$ cat src/rtl/shift_sequencer.sv
// Registered multi-cycle shifter/rotator: one single-bit step per clock,
// carry holds the last bit shifted out, done pulses one cycle on completion.
//
// state | meaning
// IDLE  | waiting for start; dout/carry hold the last result
// SHIFT | applying one step per edge until count reaches zero
// DONE  | result valid, done pulse; returns to IDLE on the next edge
module shift_sequencer #(
    parameter int WIDTH   = 4,
    parameter int SHAMT_W = 3
) (
    input  logic               clk,
    input  logic               rst_n,
    input  logic               start,
    input  logic [2:0]         mode,
    input  logic [SHAMT_W-1:0] amt,
    input  logic [WIDTH-1:0]   din,
    input  logic               ser_in,
    output logic [WIDTH-1:0]   dout,
    output logic               carry,
    output logic               busy,
    output logic               done
);

    typedef enum logic [1:0] {
        IDLE  = 2'd0,
        SHIFT = 2'd1,
        DONE  = 2'd2
    } state_t;

    localparam logic [2:0] MODE_LSL = 3'd1;
    localparam logic [2:0] MODE_LSR = 3'd2;
    localparam logic [2:0] MODE_ASR = 3'd3;
    localparam logic [2:0] MODE_ROL = 3'd4;
    localparam logic [2:0] MODE_ROR = 3'd5;

    state_t             state;
    state_t             state_nxt;
    logic [SHAMT_W-1:0] count;
    logic [2:0]         mode_q;
    logic [WIDTH-1:0]   step_data;
    logic               step_carry;

    always_ff @(posedge clk or negedge rst_n) begin
        if (!rst_n) begin
            state <= IDLE;
        end else begin
            state <= state_nxt;
        end
    end

    always_comb begin
        state_nxt = state;
        case (state)
            IDLE: begin
                if (start) begin
                    state_nxt = (amt == '0) ? DONE : SHIFT;
                end
            end
            SHIFT: begin
                if (count == SHAMT_W'(1)) begin
                    state_nxt = DONE;
                end
            end
            DONE:    state_nxt = IDLE;
            default: state_nxt = IDLE;
        endcase
    end

    always_comb begin
        busy = (state != IDLE);
        done = (state == DONE);
    end

    // One single-bit step of the latched operation; HOLD and reserved modes clear carry.
    always_comb begin
        step_data  = dout;
        step_carry = 1'b0;
        case (mode_q)
            MODE_LSL: begin
                step_data  = {dout[WIDTH-2:0], ser_in};
                step_carry = dout[WIDTH-1];
            end
            MODE_LSR: begin
                step_data  = {ser_in, dout[WIDTH-1:1]};
                step_carry = dout[0];
            end
            MODE_ASR: begin
                step_data  = {dout[WIDTH-1], dout[WIDTH-1:1]};
                step_carry = dout[0];
            end
            MODE_ROL: begin
                step_data  = {dout[WIDTH-2:0], dout[WIDTH-1]};
                step_carry = dout[WIDTH-1];
            end
            MODE_ROR: begin
                step_data  = {dout[0], dout[WIDTH-1:1]};
                step_carry = dout[0];
            end
            default: begin
                step_data  = dout;
                step_carry = 1'b0;
            end
        endcase
    end

    always_ff @(posedge clk or negedge rst_n) begin
        if (!rst_n) begin
            dout   <= '0;
            carry  <= 1'b0;
            count  <= '0;
            mode_q <= '0;
        end else begin
            case (state)
                IDLE: begin
                    if (start) begin
                        dout   <= din;
                        carry  <= 1'b0;
                        mode_q <= mode;
                        count  <= amt;
                    end
                end
                SHIFT: begin
                    dout  <= step_data;
                    carry <= step_carry;
                    count <= count - SHAMT_W'(1);
                end
                default: begin
                    dout  <= dout;
                    carry <= carry;
                end
            endcase
        end
    end

endmodule

$ cat config.mk
export PLATFORM = sky130hd
export DESIGN_NAME = shift_sequencer
export DESIGN_NICKNAME = d
export VERILOG_FILES = /design/src/rtl/shift_sequencer.sv
export SDC_FILE = /design/constraint.sdc
export NUM_CORES = 1
export LEC_CHECK = 0
export BUFFER_PORTS_ARGS = -buffer_cell sky130_fd_sc_hd__clkbuf_2
export CORE_ASPECT_RATIO = 0.75
export CORE_MARGIN = 2
export CORE_UTILIZATION = 40
export DETAILED_ROUTE_END_ITERATION = 16
export HOLD_SLACK_MARGIN = 0.03
export SYNTH_ARGS = -nofsm -noshare
export SYNTH_HDL_FRONTEND = slang
export SYNTH_SLANG_ARGS = --single-unit
export TNS_END_PERCENT = 50
$ cat constraint.sdc
create_clock -name clk -period 2.1 [get_ports clk]
set_clock_uncertainty 0.15 [all_clocks]
set_input_delay 0.21 -clock clk [delete_from_list [all_inputs] [get_ports clk]]
set_output_delay 0.21 -clock clk [all_outputs]
set_load 0.005 [all_outputs]
After elaboration in Yosys (flattened, before gate mapping)

Cells that the tools add are included.

Reductions and logical operators: 11
Eq/ne operators: 13
Mux-type cells: 12
Add/subtract/negate cells: 1

Operator list:

| operator            | number |
|---|---|
| $pmux 4 s5          | 1 |
| $pmux 4 s2          | 1 |
| $eq 3x1->1 const B  | 2 |
| $eq 3x2->1 const B  | 2 |
| $eq 3x3->1 const B  | 2 |
| $mux 2              | 3 |
| $ne 2x2->1 const B  | 3 |
| $ne 6x1->1 const B  | 1 |
| $pmux 3 s2          | 1 |
| $reduce_and 2->1    | 3 |
| $ne 5x1->1 const B  | 1 |
| $mux 4              | 1 |
| $pmux 1 s2          | 2 |
| $pmux 2 s2          | 1 |
| $reduce_and 4->1    | 1 |
| $reduce_bool 2->1   | 2 |
| $logic_not 3->1     | 1 |
| $mux 3              | 1 |
| $reduce_and 3->1    | 1 |
| $reduce_or 3->1     | 1 |
| $sub 3x1->3 const B | 1 |
| $eq 2x1->1 const B  | 1 |
| $eq 2x2->1 const B  | 1 |
| $logic_not 2->1     | 1 |
| other kinds (2)     | 2 |

Output and inout bits: 7
Register bits: 13
Input port bits: 14
Word-level logic and storage cells: 43

Logic depth before layout (Yosys ltp)

Gate-level depths: netlist (run 1).

Depth in word-level cells: 4
Mapped depth: 5
Gate-level depth less buffers: 5

Least setup slack after synthesis (run 1)

No wires, ideal clock.

Kind: register to register
Start point: register mode_q[2]
End point: register dout[0]
Cell stages (with the launch flop): 4
Path slack: 0.500 ns
Setup time: 0.125 ns
Clock period less this slack: 1.600 ns
Buffers on the path: 0
Arrival: 1.325 ns
Required time: 1.825 ns
Cells stage by stage: dfrtp_1 or3_4 a31oi_4 mux2_4

Cells in the longest elaborated chain, start to end: 3
Elaborated cells on any way between the ends: 9
Those cells by class: eq/ne (6); mux (2); reduce/logical (1)

RTL lines:

| item                                                  | line | RTL |
|---|---|---|
| from (decl)                                           | 40   | `logic [2:0] mode_q;` |
| from (signal assigned)                                | 119  | `mode_q <= mode;` |
| $eq 3x3->1 (tied with other cells)                    | 79   | `case (mode_q)` |
| $pmux 4 s5 / $ne 6x1->1 (equally long branches)       | --   |  |
| $pmux 4 s2 / $reduce_and 3->1 (equally long branches) | --   |  |
| to (signal assigned)                                  | 117  | `dout <= din;` |
| to (signal assigned)                                  | 124  | `dout <= step_data;` |
| to (signal assigned)                                  | 129  | `dout <= dout;` |
| to (decl)                                             | 19   | `output logic [WIDTH-1:0] dout,` |

Several ways; a longest one is shown, not always the timed one.
A chain may end at the register's enable or synchronous reset.

Final worst setup path (run 1)

Start point: register mode_q[1]
End point: register dout[0]

Same word-level chain as after synthesis.

==> results of run 1 <==
## metal layers
layer | up-vias | global-route usage
li1 | 393 | -
met4 | 0 | 0.0279
met1 | 343 | 0.252
met5 | - | 0
met3 | 2 | 0.0643
met2 | 18 | 0.245
## worst reg2reg max path: stages (launching register included)
cell and delay, ns:
dfrtp_1 0.54, or3_4 0.45, a31oi_4 0.23, mux2_4 0.32
## cells by family (layout without fill, tap and decap cells)
group,Yosys count,after routing,share of synthesized area
simple gates,30,30,0.189
compound gates,29,29,0.233
flops,13,13,0.371
buf+inv,11,38,0.0529
mux,9,9,0.116
fa+ha+maj,2,2,0.0286
xor+xnor,1,1,0.0100
## cells in the final DEF, fill, tap and decap left out, types with 2 or more instances in the layout
master,instances
a21oi_1,8
mux2_2,5
buf_4,3
inv_1,7
o31ai_1,2
mux2i_1,3
a31oi_1,3
nor2_1,11
dlygate4sd3_1,4
o21ai_0,4
nand2_1,4
dfrtp_1,13
o22a_1,2
clkbuf_4,3
nor2b_1,3
nand2b_1,3
clkbuf_2,20
ha_1,2
## registers in the layout, indices dropped and copies added, names as in the netlist
name	flops
dout	4
carry	1
count	3
mode_q	3
state	2
## power groups by stage
stage               sequential (uW)  clock (uW)  combinational [uW]
global route                    598         178                1060
floorplan                       501           0                 747
global placement                571           0                 907
CTS                             565         161                 930
finish                          569         156                 922
detailed placement              570           0                 922
## final cells by class
type,instances,area [um^2]
Tap cell,24,30.0
Fill cell,202,957
Sequential cell,13,325
Inverter,7,26.3
Multi-Input combinational cell,71,504
Timing Repair Buffer,27,163
Clock buffer,4,26.3
## per-stage QoR
stage	hold WS, ns	setup WS (ns)
floorplan	-0.236	0.500
global placement	-0.0242	0.349
detailed placement	-0.0219	0.335
CTS	0.0480	0.318
global route	0.0704	0.203
finish	0.0509	0.309
## worst min path at each step
stage               startpoint      end  slack, ns
floorplan                rst_n    carry      -0.24
global placement         rst_n  dout[0]      -0.02
detailed placement       rst_n  dout[2]      -0.02
CTS                     din[2]  dout[2]       0.05
global route            din[2]  dout[2]       0.07
finish                  din[2]  dout[2]       0.05
==> results.json, run 1 <==
{
  "outcome": "finished, final reports clean",
  "period_share": 0.853,
  "ys.warnings.count": 0,
  "worst-setup-path-type": "register to register",
  "grt_pass1_vias": 703,
  "viasPerCell": 5.18,
  "post-route-drc-count": 0,
  "drive_above_1_share": 0.295,
  "finalPower_uw": 1650,
  "crit_required_ns": 2.11,
  "die_w_um": 58.0,
  "synth_area_um2": 876,
  "synth.largest_area_cell": "dfrtp_1",
  "r2r_start": "mode_q[1]",
  "critPathCapture": "dout[0]",
  "clk_latency_ns": 0.27,
  "synth-seq-area-share": 0.371,
  "cts_setup_buffers": 0,
  "seq_power_share": 0.346,
  "synth_top_cell_area_share": 0.371,
  "rsz0062_at_grt": "false",
  "fmax_mhz": 558,
  "r2r_slack_ns": 0.31,
  "worstSetupStartpoint": "mode_q[1]",
  "dr_wl_met2_um": 746,
  "grt_remaining_overflow": 0,
  "htree_levels": 1,
  "drt-initial-drc-count": 21,
  "pin_count": 21,
  "ys_ff_latch": 13,
  "initial_utilization": 0.431,
  "r2r_end": "dout[0]",
  "cts.reportedPaths.clkPinSlew_ns": 0.08,
  "num_vias": 756,
  "dr.pass1.iters": 4,
  "p_sw_uw": 703,
  "fin_cells": 146,
  "power_frac_clock": 0.095,
  "cp.depth": 3,
  "finalSetupViolations": 0,
  "crit_slowest_cell": "dfrtp_1",
  "critPathLaunchType": "register",
  "hold_path_class": "input port to register",
  "cp_max_fo": 14,
  "max-cap-violations": 0,
  "crit_buf_inv": 0,
  "port_buffers": 20,
  "antenna_found_initial": 0,
  "grt_max_degree": 15,
  "hold_viol": 0,
  "irDropWorstVdd_v": 0.000723,
  "syn_inst": 95,
  "fin_area_um2": 1070,
  "worstMarginPinSlew_ns": 0.505,
  "area_growth_pct": 22.7,
  "arrival_ns": 1.80,
  "fin_setup_tns_ns": 0,
  "clockBufferDepth": 2,
  "synth_cell_types": 38,
  "slew_headroom": 0.662,
  "hold_buffers": 4,
  "ant_nets": 0,
  "cts_num_sinks": 13,
  "holdPathStages": 3,
  "routed_wl_um": 1900,
  "yosysMostFrequentCell": "dfrtp_1",
  "core_area_um2": 2030,
  "wl_per_cell_um": 13.0,
  "cts_resized": 0,
  "switching_share": 0.427,
  "place_inst": 138,
  "wl_met1_um": 1020,
  "synthFlopType": "dfrtp_1",
  "finalNetCount": 139,
  "powerDensity_nw_per_um2": 1530,
  "power_leakage_uw": 0.000511,
  "p_int_uw": 944,
  "row_count": 14,
  "synth.net_count": 111,
  "min_period_ns": 1.79,
  "synth-edff-count": 0,
  "dpl-instance-area_um2": 1010,
  "ys_top_cells_by_count": "dfrtp_1, nor2_1, a21oi_1, inv_1, mux2_2",
  "synthArstFlopShare": 1.00,
  "routabilityCongestion": 0.762,
  "postSynthAreaPerCell_um2": 9.22,
  "diodes": 0,
  "hpwl_um": 1480,
  "highest_layer": "met4",
  "path_cells": "or3_4, a31oi_4, mux2_4",
  "max_stage_delay_ns": 0.54,
  "grt_use_total": 0.172,
  "r2r_cells": 3,
  "fp.dieH_um": 44.5,
  "grt_pass1_wl_um": 3240,
  "wl_met3_um": 124,
  "yosys-top-cells-area": "dfrtp_1, mux2_2, nor2_1, a21oi_1, mux2i_1",
  "final-max-slew-violation-count": 0,
  "clock-root-buffer": "clkbuf_4",
  "cts_buffers": 3,
  "crit_family": "flip-flops",
  "fin_util": 0.529,
  "die_area_um2": 2580,
  "pwr-share-comb": 0.560,
  "cp-end-kind": "register",
  "cts_tree": "done"
}
No activity file was read; power rests on OpenSTA's default activity.
==> run 2, diff against run 1 <==
- ABC_AREA: default -> 1
==> results.json, run 2 <==
{
  "grt_max_degree": 14,
  "clockBufferDepth": 2,
  "synthFlopType": "dfrtp_1",
  "worstMarginPinSlew_ns": 0.350,
  "initial_utilization": 0.423,
  "worst-setup-path-type": "register to register",
  "max-cap-violations": 0,
  "rsz0062_at_grt": "false",
  "arrival_ns": 1.55,
  "ant_nets": 0,
  "synth.net_count": 135,
  "synthArstFlopShare": 1.00,
  "final_cell_mix": "nand2_1, clkbuf_2, dfrtp_1",
  "drt-initial-drc-count": 20,
  "synth.largest_area_cell": "dfrtp_1",
  "htree_levels": 1,
  "antenna_found_initial": 0,
  "syn_inst": 119,
  "biggestRegsByFlops": "dout (4), count (3), mode_q (3)",
  "finalNetCount": 165,
  "min_period_ns": 1.48,
  "clk_latency_ns": 0.27,
  "grt_use_total": 0.177,
  "cp-end-kind": "register",
  "ys_top_cells_by_count": "nand2_1, dfrtp_1, inv_1, nand3_1, inv_2",
  "fp.dieH_um": 43.8,
  "die_area_um2": 2500,
  "hpwl_um": 1500,
  "row_count": 14,
  "power_leakage_uw": 0.000589,
  "grt_pass1_wl_um": 3330,
  "synth_top_cell_area_share": 0.385,
  "cp_max_fo": 7,
  "cts_num_sinks": 13,
  "powerDensity_nw_per_um2": 1550,
  "ys.warnings.count": 0,
  "fin_area_um2": 1050,
  "routabilityCongestion": 0.840,
  "synth-edff-count": 0,
  "fin_setup_tns_ns": 0,
  "fmax_mhz": 675,
  "yosysMostFrequentCell": "nand2_1",
  "clock-root-buffer": "clkbuf_4",
  "post-route-drc-count": 0,
  "layout_commonest_cell": "nand2_1",
  "grt_pass1_vias": 798,
  "irDropWorstVdd_v": 0.000769,
  "diodes": 0,
  "viasPerCell": 4.80,
  "yosys-top-cells-area": "dfrtp_1, nand2_1, nand3_1, inv_1, nand2_2",
  "largest_register_ffs": 4,
  "ys_ff_latch": 13,
  "postSynthAreaPerCell_um2": 7.10,
  "port_buffers": 20,
  "hold_viol": 0,
  "fill_cells": 201,
  "dr.pass1.iters": 4,
  "cts_setup_buffers": 0,
  "outcome": "finished, final reports clean",
  "synth-seq-area-share": 0.385,
  "synth_area_um2": 845,
  "critPathLaunchType": "register",
  "routed_wl_um": 1950,
  "num_vias": 825,
  "pin_count": 21,
  "final-max-slew-violation-count": 0,
  "cts_tree": "done",
  "grt_remaining_overflow": 0,
  "finalSetupViolations": 0,
  "slew_headroom": 0.766,
  "drive_above_1_share": 0.284,
  "synth_cell_types": 25,
  "crit_required_ns": 2.17,
  "top_register": "dout",
  "hold_path_class": "input port to register",
  "wl_per_cell_um": 11.3,
  "cts_buffers": 3,
  "core_area_um2": 2000,
  "dpl-instance-area_um2": 975,
  "cts.reportedPaths.clkPinSlew_ns": 0.08,
  "area_growth_pct": 24.4,
  "die_w_um": 57.1,
  "period_share": 0.706
}
-- run 2: cells by family after synthesis --
group / after synthesis / synth area share
simple gates: 73 / 0.404
flops: 13 / 0.385
compound gates: 11 / 0.0815
buf+inv: 19 / 0.0889
fa+ha+maj: 2 / 0.0296
xor+xnor: 1 / 0.0104
-- run 2: where the power goes --
group / total (uW) / internal (uW) / switching (uW)
clock: 153 / 73.6 / 79.6
combinational: 970 / 371 / 599
sequential: 501 / 373 / 128
total: 1620 / 818 / 807
-- run 2: per-stage QoR --
stage	power, uW	hold WS [ns]	std cells	setup slack, ns	utilization
final	1620	0.0423	172	0.618	0.526
after CTS	1640	0.0418	172	0.630	0.526
after global routing	1820	0.0559	172	0.498	0.526
after detailed placement	1470	-0.0162	163	0.649	0.488
after floorplan	1220	-0.236	119	0.809	-
after global placement	1460	-0.0268	163	0.673	0.488
-- run 2: routing by layer --
metal	up-vias	GRT usage	share of wire
met4	0	0.0930	0.017
li1	436	-	-
met2	14	0.276	0.44
met1	371	0.224	0.50
met3	4	0.0537	0.041
met5	-	0	0
-- run 2: worst paths after layout --
kind	startpoint	to	slack, ns	cells after the start
setup / recovery	state[0]	dout[2]	0.62	8
hold / removal	amt[0]	count[0]	0.04	3
setup reg to reg	state[0]	dout[2]	0.62	8
hold reg to reg	carry	carry	0.34	2
max in group asynchronous	rst_n	state[0]	1.33	2
min in group asynchronous	rst_n	mode_q[0]	0.22	2
-- run 2: critical path: stages, from the launching register on --
cell     delay (ns)
dfrtp_1        0.37
inv_2          0.06
nor2_2         0.25
inv_2          0.11
nand2_2        0.12
inv_1          0.07
a21oi_2        0.14
nand3_1        0.08
nand2_1        0.06
-- run 2: final cells by class --
type	instances	area (um^2)	area share
Timing Repair Buffer	26	158	0.150
Inverter	18	67.6	0.0643
Tap cell	24	30.0	0.0286
Sequential cell	13	325	0.310
Clock buffer	4	26.3	0.0250
Multi-Input combinational cell	87	444	0.423
-- run 2: what timing repair did --
| item | in CTS | in global routing |
|---|---|---|
| hold buffers | 5 | 0 |
| hold endpoints to repair | 17 | 0 |
| gates resized for setup | 0 | 0 |
==> run 3, diff against run 2 <==
- clock period: 2.1 -> 1.5 ns (I/O delays scaled with it)
==> results.json, run 3 (synthesized netlist as in run 2, its figures left out) <==
{
  "hpwl_um": 1510,
  "drt-initial-drc-count": 24,
  "hold_viol": 0,
  "grt_pass1_vias": 724,
  "critPathCapture": "dout[2]",
  "cts_buffers": 3,
  "die_area_um2": 2500,
  "min_period_ns": 1.40,
  "regArea_um2": 325,
  "post-route-drc-count": 0,
  "area_growth_pct": 33.9,
  "cp_max_fo": 6,
  "period_share": 0.934,
  "htree_levels": 1,
  "wl_per_cell_um": 10.7,
  "grt_use_total": 0.172,
  "powerDensity_nw_per_um2": 2080,
  "fin_setup_tns_ns": 0,
  "pin_count": 21,
  "cts_num_sinks": 13,
  "cts.reportedPaths.clkPinSlew_ns": 0.08,
  "power_frac_clock": 0.090,
  "routabilityCongestion": 0.827,
  "clk_latency_ns": 0.27,
  "grt_pass1_wl_um": 3170,
  "clockBufferDepth": 2,
  "multi_input_area_um2": 444,
  "clock-root-buffer": "clkbuf_4",
  "seq_power_share": 0.294,
  "r2r_start": "mode_q[0]",
  "row_count": 14,
  "critPathLaunchType": "register",
  "worstSetupStartpoint": "mode_q[0]",
  "fin_cells": 181,
  "pwr-share-comb": 0.617,
  "antenna_found_initial": 0,
  "switching_share": 0.483,
  "num_vias": 831,
  "largest_register_ffs": 4,
  "routed_wl_um": 1940,
  "finalSetupViolations": 0,
  "cp-end-kind": "register",
  "rsz0062_at_grt": "false",
  "hold_path_class": "input port to register",
  "fmax_mhz": 714,
  "ant_nets": 0,
  "core_area_um2": 2000,
  "outcome": "finished, final reports clean",
  "r2r_end": "dout[2]",
  "top_register": "dout",
  "diodes": 0,
  "viasPerCell": 4.59,
  "r2r_cells": 7,
  "finalNetCount": 174,
  "crit_required_ns": 1.56,
  "max-cap-violations": 0,
  "p_int_uw": 1220,
  "worst-setup-path-type": "register to register",
  "final_cell_mix": "nand2_1, clkbuf_2, dfrtp_1",
  "p_sw_uw": 1140,
  "grt_max_degree": 14,
  "initial_utilization": 0.423,
  "grt_remaining_overflow": 0,
  "fp.dieH_um": 43.8,
  "port_buffers": 20,
  "worstMarginPinSlew_ns": 0.344,
  "dp_slack_ns": 0.121,
  "dr.pass1.iters": 4,
  "setup_ws_ns": 0.0990,
  "layout_commonest_cell": "nand2_1",
  "irDropWorstVdd_v": 0.00108,
  "biggestRegsByFlops": "dout (4), count (3), mode_q (3)",
  "r2r_slack_ns": 0.1,
  "final-max-slew-violation-count": 0,
  "drive_above_1_share": 0.293,
  "slew_headroom": 0.771,
  "fill_cells": 193,
  "arrival_ns": 1.47,
  "cts_tree": "done",
  "power_leakage_uw": 0.000629,
  "die_w_um": 57.1,
  "place_inst": 167
}
run 3: changes by cell type in the layout (fill, tap and decap cells not counted), sizes merged:
cell	before	now
dlygate4sd3	5	10
buf	1	5
run 3: metrics by stage:
stage / hold WS, ns / instance area, um^2 / util / power (uW)
after floorplan: -0.296 / 845 / - / 1710
after global placement: -0.0834 / 1000 / 0.503 / 2120
after detailed placement: -0.0831 / 1000 / 0.503 / 2130
after CTS: 0.0366 / 1130 / 0.566 / 2370
after global routing: 0.0640 / 1130 / 0.566 / 2620
final: 0.0493 / 1130 / 0.566 / 2360
run 3: routing by layer:
| metal | vias to the layer above | share of wire | track usage |
|---|---|---|---|
| li1 | 456 | - | - |
| met5 | - | 0 | 0 |
| met4 | 0 | 0.0052 | 0.0465 |
| met3 | 2 | 0.041 | 0.0627 |
| met2 | 15 | 0.44 | 0.260 |
| met1 | 358 | 0.51 | 0.236 |
run 3: final cells by class:
| type | count | area share |
|---|---|---|
| clock buffer | 4 | 0.0232 |
| inverter | 18 | 0.0597 |
| multi-input combinational | 87 | 0.393 |
| tap | 24 | 0.0265 |
| timing repair buffer | 35 | 0.210 |
| sequential | 13 | 0.288 |
run 3: repair_timing:
| item | in CTS | in global routing |
|---|---|---|
| hold buffers | 10 | 0 |
| buffers inserted | 0 | 0 |
| gates resized for setup | 0 | 0 |
| endpoints found under the hold margin | 23 | 0 |
run 3: power groups by stage:
stage                     clock network, uW  registers (uW)  logic, uW
after global placement                    0             693       1430
after detailed placement                  0             697       1430
after CTS                               225             688       1460
final                                   212             692       1450
after floorplan                           0             668       1040
after global routing                    237             717       1670
run 3: worst min path at each step:
| stage | end | cells past startpoint | startpoint | slack [ns] |
|---|---|---|---|---|
| floorplan | carry | 0 | rst_n | -0.30 |
| global placement | mode_q[0] | 1 | rst_n | -0.08 |
| detailed placement | mode_q[0] | 1 | rst_n | -0.08 |
| CTS | dout[1] | 5 | din[1] | 0.04 |
| global route | dout[1] | 5 | din[1] | 0.06 |
| finish | dout[1] | 5 | din[1] | 0.05 |
run 3: worst max-delay path, stage by stage (launching register included):
cell	delay (ns)
dfrtp_1	0.45
nor2_1	0.15
nand2_1	0.06
nand2_1	0.10
inv_1	0.09
a21oi_2	0.19
nand3_1	0.09
nand2_1	0.07
